$ cat src/rtl/univ_shift_reg.sv
// univ_shift_reg: parametrised universal shift register.
// Supports hold, shift right/left with serial input, parallel load and,
// when SHREG_ROTATE_EN is defined, rotate right/left.
// A single step is applied under EN while idle. A multi-step burst is
// started with START/AMT and reported through BUSY and a one-cycle DONE pulse.
// Build option: define SHREG_ROTATE_EN to enable MODE 100/101 rotates.
// Without it those codes decode as hold and no rotate logic exists.
module univ_shift_reg #(
  parameter int             N         = 32,
  parameter int             CNT_W     = 6,
  parameter logic [N-1:0]   RESET_VAL = '0
) (
  input  logic             CLK,
  input  logic             RESET,
  input  logic             EN,
  input  logic [2:0]       MODE,
  input  logic [N-1:0]     D,
  input  logic             SIN,
  input  logic             START,
  input  logic [CNT_W-1:0] AMT,
  output logic [N-1:0]     Q,
  output logic             SOUT_R,
  output logic             SOUT_L,
  output logic             BUSY,
  output logic             DONE
);

  // Operation encodings on MODE
  localparam logic [2:0] OP_HOLD = 3'b000;
  localparam logic [2:0] OP_SHR  = 3'b001;
  localparam logic [2:0] OP_SHL  = 3'b010;
  localparam logic [2:0] OP_LOAD = 3'b011;
  localparam logic [2:0] OP_ROTR = 3'b100;
  localparam logic [2:0] OP_ROTL = 3'b101;

  // Count value identifying the final step of a burst
  localparam logic [CNT_W-1:0] CNT_ONE = {{(CNT_W-1){1'b0}}, 1'b1};

  typedef enum logic {
    IDLE = 1'b0,
    RUN  = 1'b1
  } state_t;

  state_t           state_reg, state_next;
  logic [N-1:0]     q_reg, q_next;
  logic [CNT_W-1:0] count_reg, count_next;
  logic [2:0]       op_reg, op_next;
  logic             busy_reg, busy_next;
  logic             done_reg, done_next;

  // Next value of the register for one step of the given operation.
  // Reserved codes, hold and (without rotate support) rotate codes keep cur.
  function automatic logic [N-1:0] apply_op(
    input logic [2:0]   op,
    input logic [N-1:0] cur,
    input logic         sin_bit,
    input logic [N-1:0] load_data
  );
    logic [N-1:0] res;
    res = cur;
    case (op)
      OP_HOLD: res = cur;
      OP_SHR:  res = {sin_bit, cur[N-1:1]};
      OP_SHL:  res = {cur[N-2:0], sin_bit};
      OP_LOAD: res = load_data;
`ifdef SHREG_ROTATE_EN
      OP_ROTR: res = {cur[0], cur[N-1:1]};
      OP_ROTL: res = {cur[N-2:0], cur[N-1]};
`endif
      default: res = cur;
    endcase
    return res;
  endfunction

  // True for operations that make sense repeated as a burst (shift/rotate).
  // Everything else takes the immediate DONE path on START.
  function automatic logic is_burst_op(input logic [2:0] op);
    logic res;
    res = 1'b0;
    case (op)
      OP_SHR:  res = 1'b1;
      OP_SHL:  res = 1'b1;
`ifdef SHREG_ROTATE_EN
      OP_ROTR: res = 1'b1;
      OP_ROTL: res = 1'b1;
`endif
      default: res = 1'b0;
    endcase
    return res;
  endfunction

  // Next-state, datapath and handshake decode
  always_comb begin
    state_next = state_reg;
    q_next     = q_reg;
    count_next = count_reg;
    op_next    = op_reg;
    busy_next  = busy_reg;
    done_next  = 1'b0;

    case (state_reg)
      IDLE: begin
        if (START) begin
          // START has priority over EN and never steps at the accept edge
          if (is_burst_op(MODE) && (AMT != '0)) begin
            op_next    = MODE;
            count_next = AMT;
            busy_next  = 1'b1;
            state_next = RUN;
          end else begin
            done_next = 1'b1;
          end
        end else if (EN) begin
          q_next = apply_op(MODE, q_reg, SIN, D);
        end
      end

      RUN: begin
        // Latched op only; SIN is the only live input while running
        q_next     = apply_op(op_reg, q_reg, SIN, D);
        count_next = count_reg - CNT_ONE;
        if (count_reg == CNT_ONE) begin
          busy_next  = 1'b0;
          done_next  = 1'b1;
          state_next = IDLE;
        end
      end

      default: begin
        state_next = IDLE;
        busy_next  = 1'b0;
        count_next = '0;
      end
    endcase
  end

  // State and datapath registers with synchronous reset
  always_ff @(posedge CLK) begin
    if (RESET) begin
      state_reg <= IDLE;
      q_reg     <= RESET_VAL;
      count_reg <= '0;
      op_reg    <= OP_HOLD;
      busy_reg  <= 1'b0;
      done_reg  <= 1'b0;
    end else begin
      state_reg <= state_next;
      q_reg     <= q_next;
      count_reg <= count_next;
      op_reg    <= op_next;
      busy_reg  <= busy_next;
      done_reg  <= done_next;
    end
  end

  assign Q      = q_reg;
  assign SOUT_R = q_reg[0];
  assign SOUT_L = q_reg[N-1];
  assign BUSY   = busy_reg;
  assign DONE   = done_reg;

endmodule

$ cat config.mk
export PLATFORM = sky130hd
export DESIGN_NAME = univ_shift_reg
export DESIGN_NICKNAME = d
export VERILOG_FILES = /design/src/rtl/univ_shift_reg.sv
export SDC_FILE = /design/constraint.sdc
export NUM_CORES = 1
export LEC_CHECK = 0
export ABC_AREA = 1
export CORE_MARGIN = 8
export CORE_UTILIZATION = 25
export DETAILED_ROUTE_END_ITERATION = 12
export GPL_TIMING_DRIVEN = 0
export MAX_ROUTING_LAYER = met4
export PLACE_DENSITY = 0.48
export REMOVE_ABC_BUFFERS = 1
export SLEW_MARGIN = 10
export SYNTH_ARGS = -nofsm -noshare
export SYNTH_HDL_FRONTEND = slang
export SYNTH_SLANG_ARGS = --single-unit
$ cat constraint.sdc
create_clock -name CLK -period 1.65 [get_ports CLK]
set_clock_uncertainty 0.2 [all_clocks]
set_input_delay 0.33 -clock CLK [delete_from_list [all_inputs] [get_ports CLK]]
set_output_delay 0.33 -clock CLK [all_outputs]
set_load 0.02 [all_outputs]
### Word-level counts from Yosys, hierarchy flattened

Cells that the tools add are included.

* word-level logic and storage cells: 52
* bits in latches: 0
* bits of input ports: 46
* bits in registers: 44
* output and inout port bits: 36
* memories: 0
* memory bits (writable): 0
* bits in read-only memories: 0

* equal/unequal tests: 14
* add/subtract/negate cells: 1
* bitwise logic cells: 1
* multiply operators: 0
* divide/modulo/power cells: 0
* shifts and indexed selects: 0
* mux-type cells: 23
* order comparisons: 0
* reduce and logical (&&, ||, !) cells: 7

Operator list (number)
* case mux 32 bit (3 select lines): 2
* 2-to-1 mux 32 bit: 2
* case mux 32 bit (2 select lines): 1
* equality test 3 x 2 -> 1 bit, second input constant: 4
* 2-to-1 mux 1 bit: 12
* 2-to-1 mux 6 bit: 2
* case mux 6 bit (2 select lines): 1
* inequality test 2 bit, second input constant: 4
* inequality test 4 x 1 -> 1 bit, second input constant: 2
* equality test 3 x 1 -> 1 bit, second input constant: 2
* equality test 6 x 1 -> 1 bit, second input constant: 1
* case mux 1 bit (2 select lines): 3
* AND reduction 3 bit: 2
* nonzero test 6 bit: 1
* subtractor 6 x 1 -> 6 bit, second input constant: 1
* AND reduction 4 bit: 1
* inequality test 2 x 1 -> 1 bit, second input constant: 1
* AND reduction 2 bit: 1
* OR reduction 2 bit: 1
* logical AND 1 bit: 1
* NOT 1 bit: 1

### Longest topological paths before layout

* word-level depth: 9
* mapped depth: 9
* depth with buffers taken out: 8

### Least setup slack after synthesis

Ideal clock, no wire load.

* path type: flip-flop to flip-flop
* from: register state_reg
* to: register q_reg[10] (netlist: Q[10])
* library setup time: 114 ps
* cell stages (with the launch flop): 8
* path buffers: 2
* arrival: 1112 ps
* data required time: 1336 ps
* period minus slack after synthesis: 1425 ps
* path slack: 225 ps
* path through: dfxtp_1 -> buf_2 -> nand3_1 -> o21ai_2 -> nand2_4 -> buf_2 -> a21oi_1 -> nor2_1

* word-level cells in the longest chain between the ends: 3
* elaborated cells between the ends (all ways): 7
* classes of those cells: eq/ne (4); mux (1); bitwise (1); reduce/logical (1)

RTL lines
* start: declaration: line 44 `state_t state_reg, state_next;`
* start signal: assignment: line 147 `state_reg <= state_next;`
* NOT 1 bit
* inequality test 4 x 1 -> 1 bit (no source line) or inequality test 2 bit (tied branches)
* AND reduction 4 bit (no source line)
* end signal: assignment: line 148 `q_reg <= q_next;`
* end: declaration: line 45 `logic [N-1:0] q_reg, q_next;`

Parallel ways exist; a longest one is shown, timed or not.
A chain may end at the register's enable or synchronous reset.

### Worst setup path after layout

* from: register op_reg[0]
* to: register q_reg[17] (netlist: Q[17])

* word-level cells in the longest chain between the ends: 3
* elaborated cells between the ends (all ways): 7
* classes of those cells: eq/ne (4); mux (2); reduce/logical (1)

RTL lines
* start: declaration: line 47 `logic [2:0] op_reg, op_next;`
* start signal: assignment: line 150 `op_reg <= op_next;`
* equality test 3 x 2 -> 1 bit or equality test 3 x 1 -> 1 bit (tied branches): line 61 `case (op)`
* case mux 32 bit (3 select lines) or inequality test 4 x 1 -> 1 bit (tied branches)
* case mux 32 bit (2 select lines) or AND reduction 4 bit (tied branches)

Parallel ways exist; a longest one is shown, timed or not.

==> flow_metrics.tcl <==
set metrics [dict create \
    status "finished, violations left" \
    violations "setup timing" \
    largest_reg_flops 32 \
    ctsHoldBuffers 0 \
    p_leak_nw 2.12 \
    min_path_cells 2 \
    max_slew_margin_pct 66.2 \
    setup_violations 7 \
    die_w_um 131 \
    grt_pass1_wl_mm 23.9 \
    syn_area_um2 3320 \
    start_util_pct 25.4 \
    dieHeight_um 131 \
    max_freq_ghz 0.599 \
    diodes 0 \
    whs_endpoint "count_reg[1]" \
    cpMostUsedCell "nand2_1" \
    core_area_um2 13100 \
    power_density_nw_per_um2 656 \
    hold_path.class "flip-flop to flip-flop" \
    postSynthAreaPerCell_um2 5.55 \
    synth_seq_area_share_pct 26.5 \
    cts-root-buf "clkbuf_16" \
    syn_inst 598 \
    cp.required_ns 1.68 \
    ioPinCount 82 \
    wl_per_cell_um 18.1 \
    hp-start "count_reg[1]" \
    synthXorXnorAreaFrac_pct 0.264 \
    gp_congestion 0.746 \
    synth_top_family_by_area "simple AND/OR/NAND/NOR gates" \
    overflow 0 \
    vias 4304 \
    placed_area_um2 4290 \
    dpl_worst_slack_ns -1.23 \
    critPathKind "flip-flop to flip-flop" \
    ir_drop_mv 0.360 \
    cts.reportedPaths.clkPinSlew_ns 0.07 \
    critPathBufInv 2 \
    slew_viol_final 0 \
    crit_chain "inv_1 -> nand2_1 -> nand3_1 -> o21ai_4 -> buf_12 -> nand2_4 -> nand2_1 -> nand2_1 -> nor2_1" \
    start_kind "flip-flop" \
    cts_max_path_buffers 2 \
    synth_area_leaders "dfxtp_1 (27%), nand2_1 (25%), a21oi_1 (16%)" \
    reg2regPathDepth 9 \
    htreeDepth 2 \
    clock_sinks 44 \
    grt_pass1_vias 4278 \
    port_buffers 81 \
    avgViaCountPerCell 4.98 \
    synth.distinct_cells 23 \
    critPathSlowestCell "dfxtp_1" \
    hpwlAfterDp_mm 7.73 \
    drive_above_1_share_pct 17.3 \
    ys_ff_latch 44 \
    area_growth_pct 52.9 \
    r2r-end "Q[17]" \
    die_area_um2 17200 \
    rsz0062_at_grt "true" \
    cap_viol_max_count 0 \
    grt_usage_pct 17.6 \
    period_needed_ns 1.67 \
    first_pass_iters 4 \
    final_common_cell "nand2_1" \
    drtIter0Drc 351 \
    synthSimpleGateAreaFrac_pct 43.8 \
    regToRegSetupSlack_ns -0.02 \
    critPathTopFamily "simple AND/OR/NAND/NOR gates" \
    fin_crit_sh_pct 101 \
    worstReg2RegStart "op_reg[0]" \
    final_antenna_net_count 0 \
    grt_max_degree 39 \
    endpoint_kind "flip-flop" \
    rows 42 \
    clkLatencyLatePin_ns 0.29 \
    nets 736 \
    drcViolationCount 0 \
    hold_violations 0 \
    final_util_pct 38.8 \
    netlist.area_leader.share_pct 26.5 \
    worst_pin_slew_ns 0.506 \
    final_cell_area_um2 5070 \
    antenna_found_initial 0 \
    crit_fanout 8 \
    synth_warnings 0 \
    nFillCells 1381 \
    wl_mm 15.6 \
    synthAdderAreaFrac_pct 0.754 \
    muxShareOfSynthArea_pct 0 \
    setup_ws_ns -0.0191 \
    fin_hold_ws_ns 0.284 \
    numCtsBuffers 5 \
    final_cell_mix "nand2_1 (202), a21oi_1 (83), nand3_1 (75)" \
    synth_compound_area_share_pct 17.0 \
    worst_path_largest_cell_delay_ns 0.38 \
    crit_arrival_ns 1.70 \
    yosysTopAreaCell "dfxtp_1" \
    cts_tree "done" \
]
## cell families (layout without fill, tap and decap cells)
logic type               after synthesis  in the layout
flip-flops                            44             44
XOR/XNOR                               1              1
AND/OR/NAND/NOR                      351            360
buffers and inverters                 88            169
adder cells (fa/ha/maj)                2              2
AO/OA/AOI/OAI                        112            112
## worst register-to-register path: cells and delay by family, from the launching register on
kind | cells | cell delay [ns]
buf+inv | 2 | 0.32
simple gates | 6 | 0.60
compound gates | 1 | 0.10
flops | 1 | 0.38
## synth_stat cells
| cell type | number |
|---|---|
| nand3b_1 | 1 |
| nor2_1 | 43 |
| buf_1 | 4 |
| a21oi_1 | 103 |
| and3_1 | 1 |
| buf_4 | 2 |
| o21ai_2 | 1 |
| inv_1 | 45 |
| inv_2 | 4 |
| nand3_1 | 78 |
| clkbuf_1 | 10 |
| nand2_4 | 1 |
| xnor2_1 | 1 |
| nand4_1 | 4 |
| o21ai_0 | 7 |
| nor2_2 | 4 |
| o21ai_1 | 1 |
| nand2_2 | 2 |
| buf_6 | 3 |
| buf_2 | 20 |
| ha_1 | 2 |
| dfxtp_1 | 44 |
| nand2_1 | 217 |
## worst max path at each step
stage,start,endpoint,cells after the start
after global routing,op_reg[0],Q[12],9
after global placement,state_reg,Q[4],7
after CTS,Q[13],Q[13],1
final,op_reg[0],Q[17],9
after detailed placement,state_reg,Q[4],7
after floorplan,state_reg,Q[0],7
## routing by layer
metal	vias to the layer above	wire [µm]	track usage [%]
li1	2120	-	-
met1	1997	6460	20.9
met3	31	1150	2.55
met2	156	7560	29.9
met4	0	444	5.94
met5	-	0	-
## repair_timing
item                       in CTS  in global routing
gates cloned                   12                  4
setup endpoints to repair      79                 68
pin swaps                      11                 12
buffers inserted               17                  5
gates resized for setup        79                 79
## area by class of cell
class,count,area [µm²],share of cell area [%]
inverter,49,223,4.39
clock buffer,6,129,2.54
clock inverter,1,5.00,0.0986
timing repair buffer,110,1180,23.3
multi-input combinational,475,2400,47.3
sequential,44,890,17.5
tap,176,220,4.34
timing repair inverter,3,26.3,0.518
## metrics by stage
step	cells	setup TNS [ns]	total power, mW
floorplan	559	-29.58	1.71
global placement	816	-87.10	2.09
detailed placement	821	-44.48	2.13
CTS	856	0	3.27
global route	864	-1.68	3.50
finish	864	-0.0508	3.33
## report_power, final
group	internal (mW)	switching [mW]
logic	0.452	0.641
registers	1.13	0.103
clock network	0.553	0.451
Note: power is estimated with default switching activity, not from simulation.
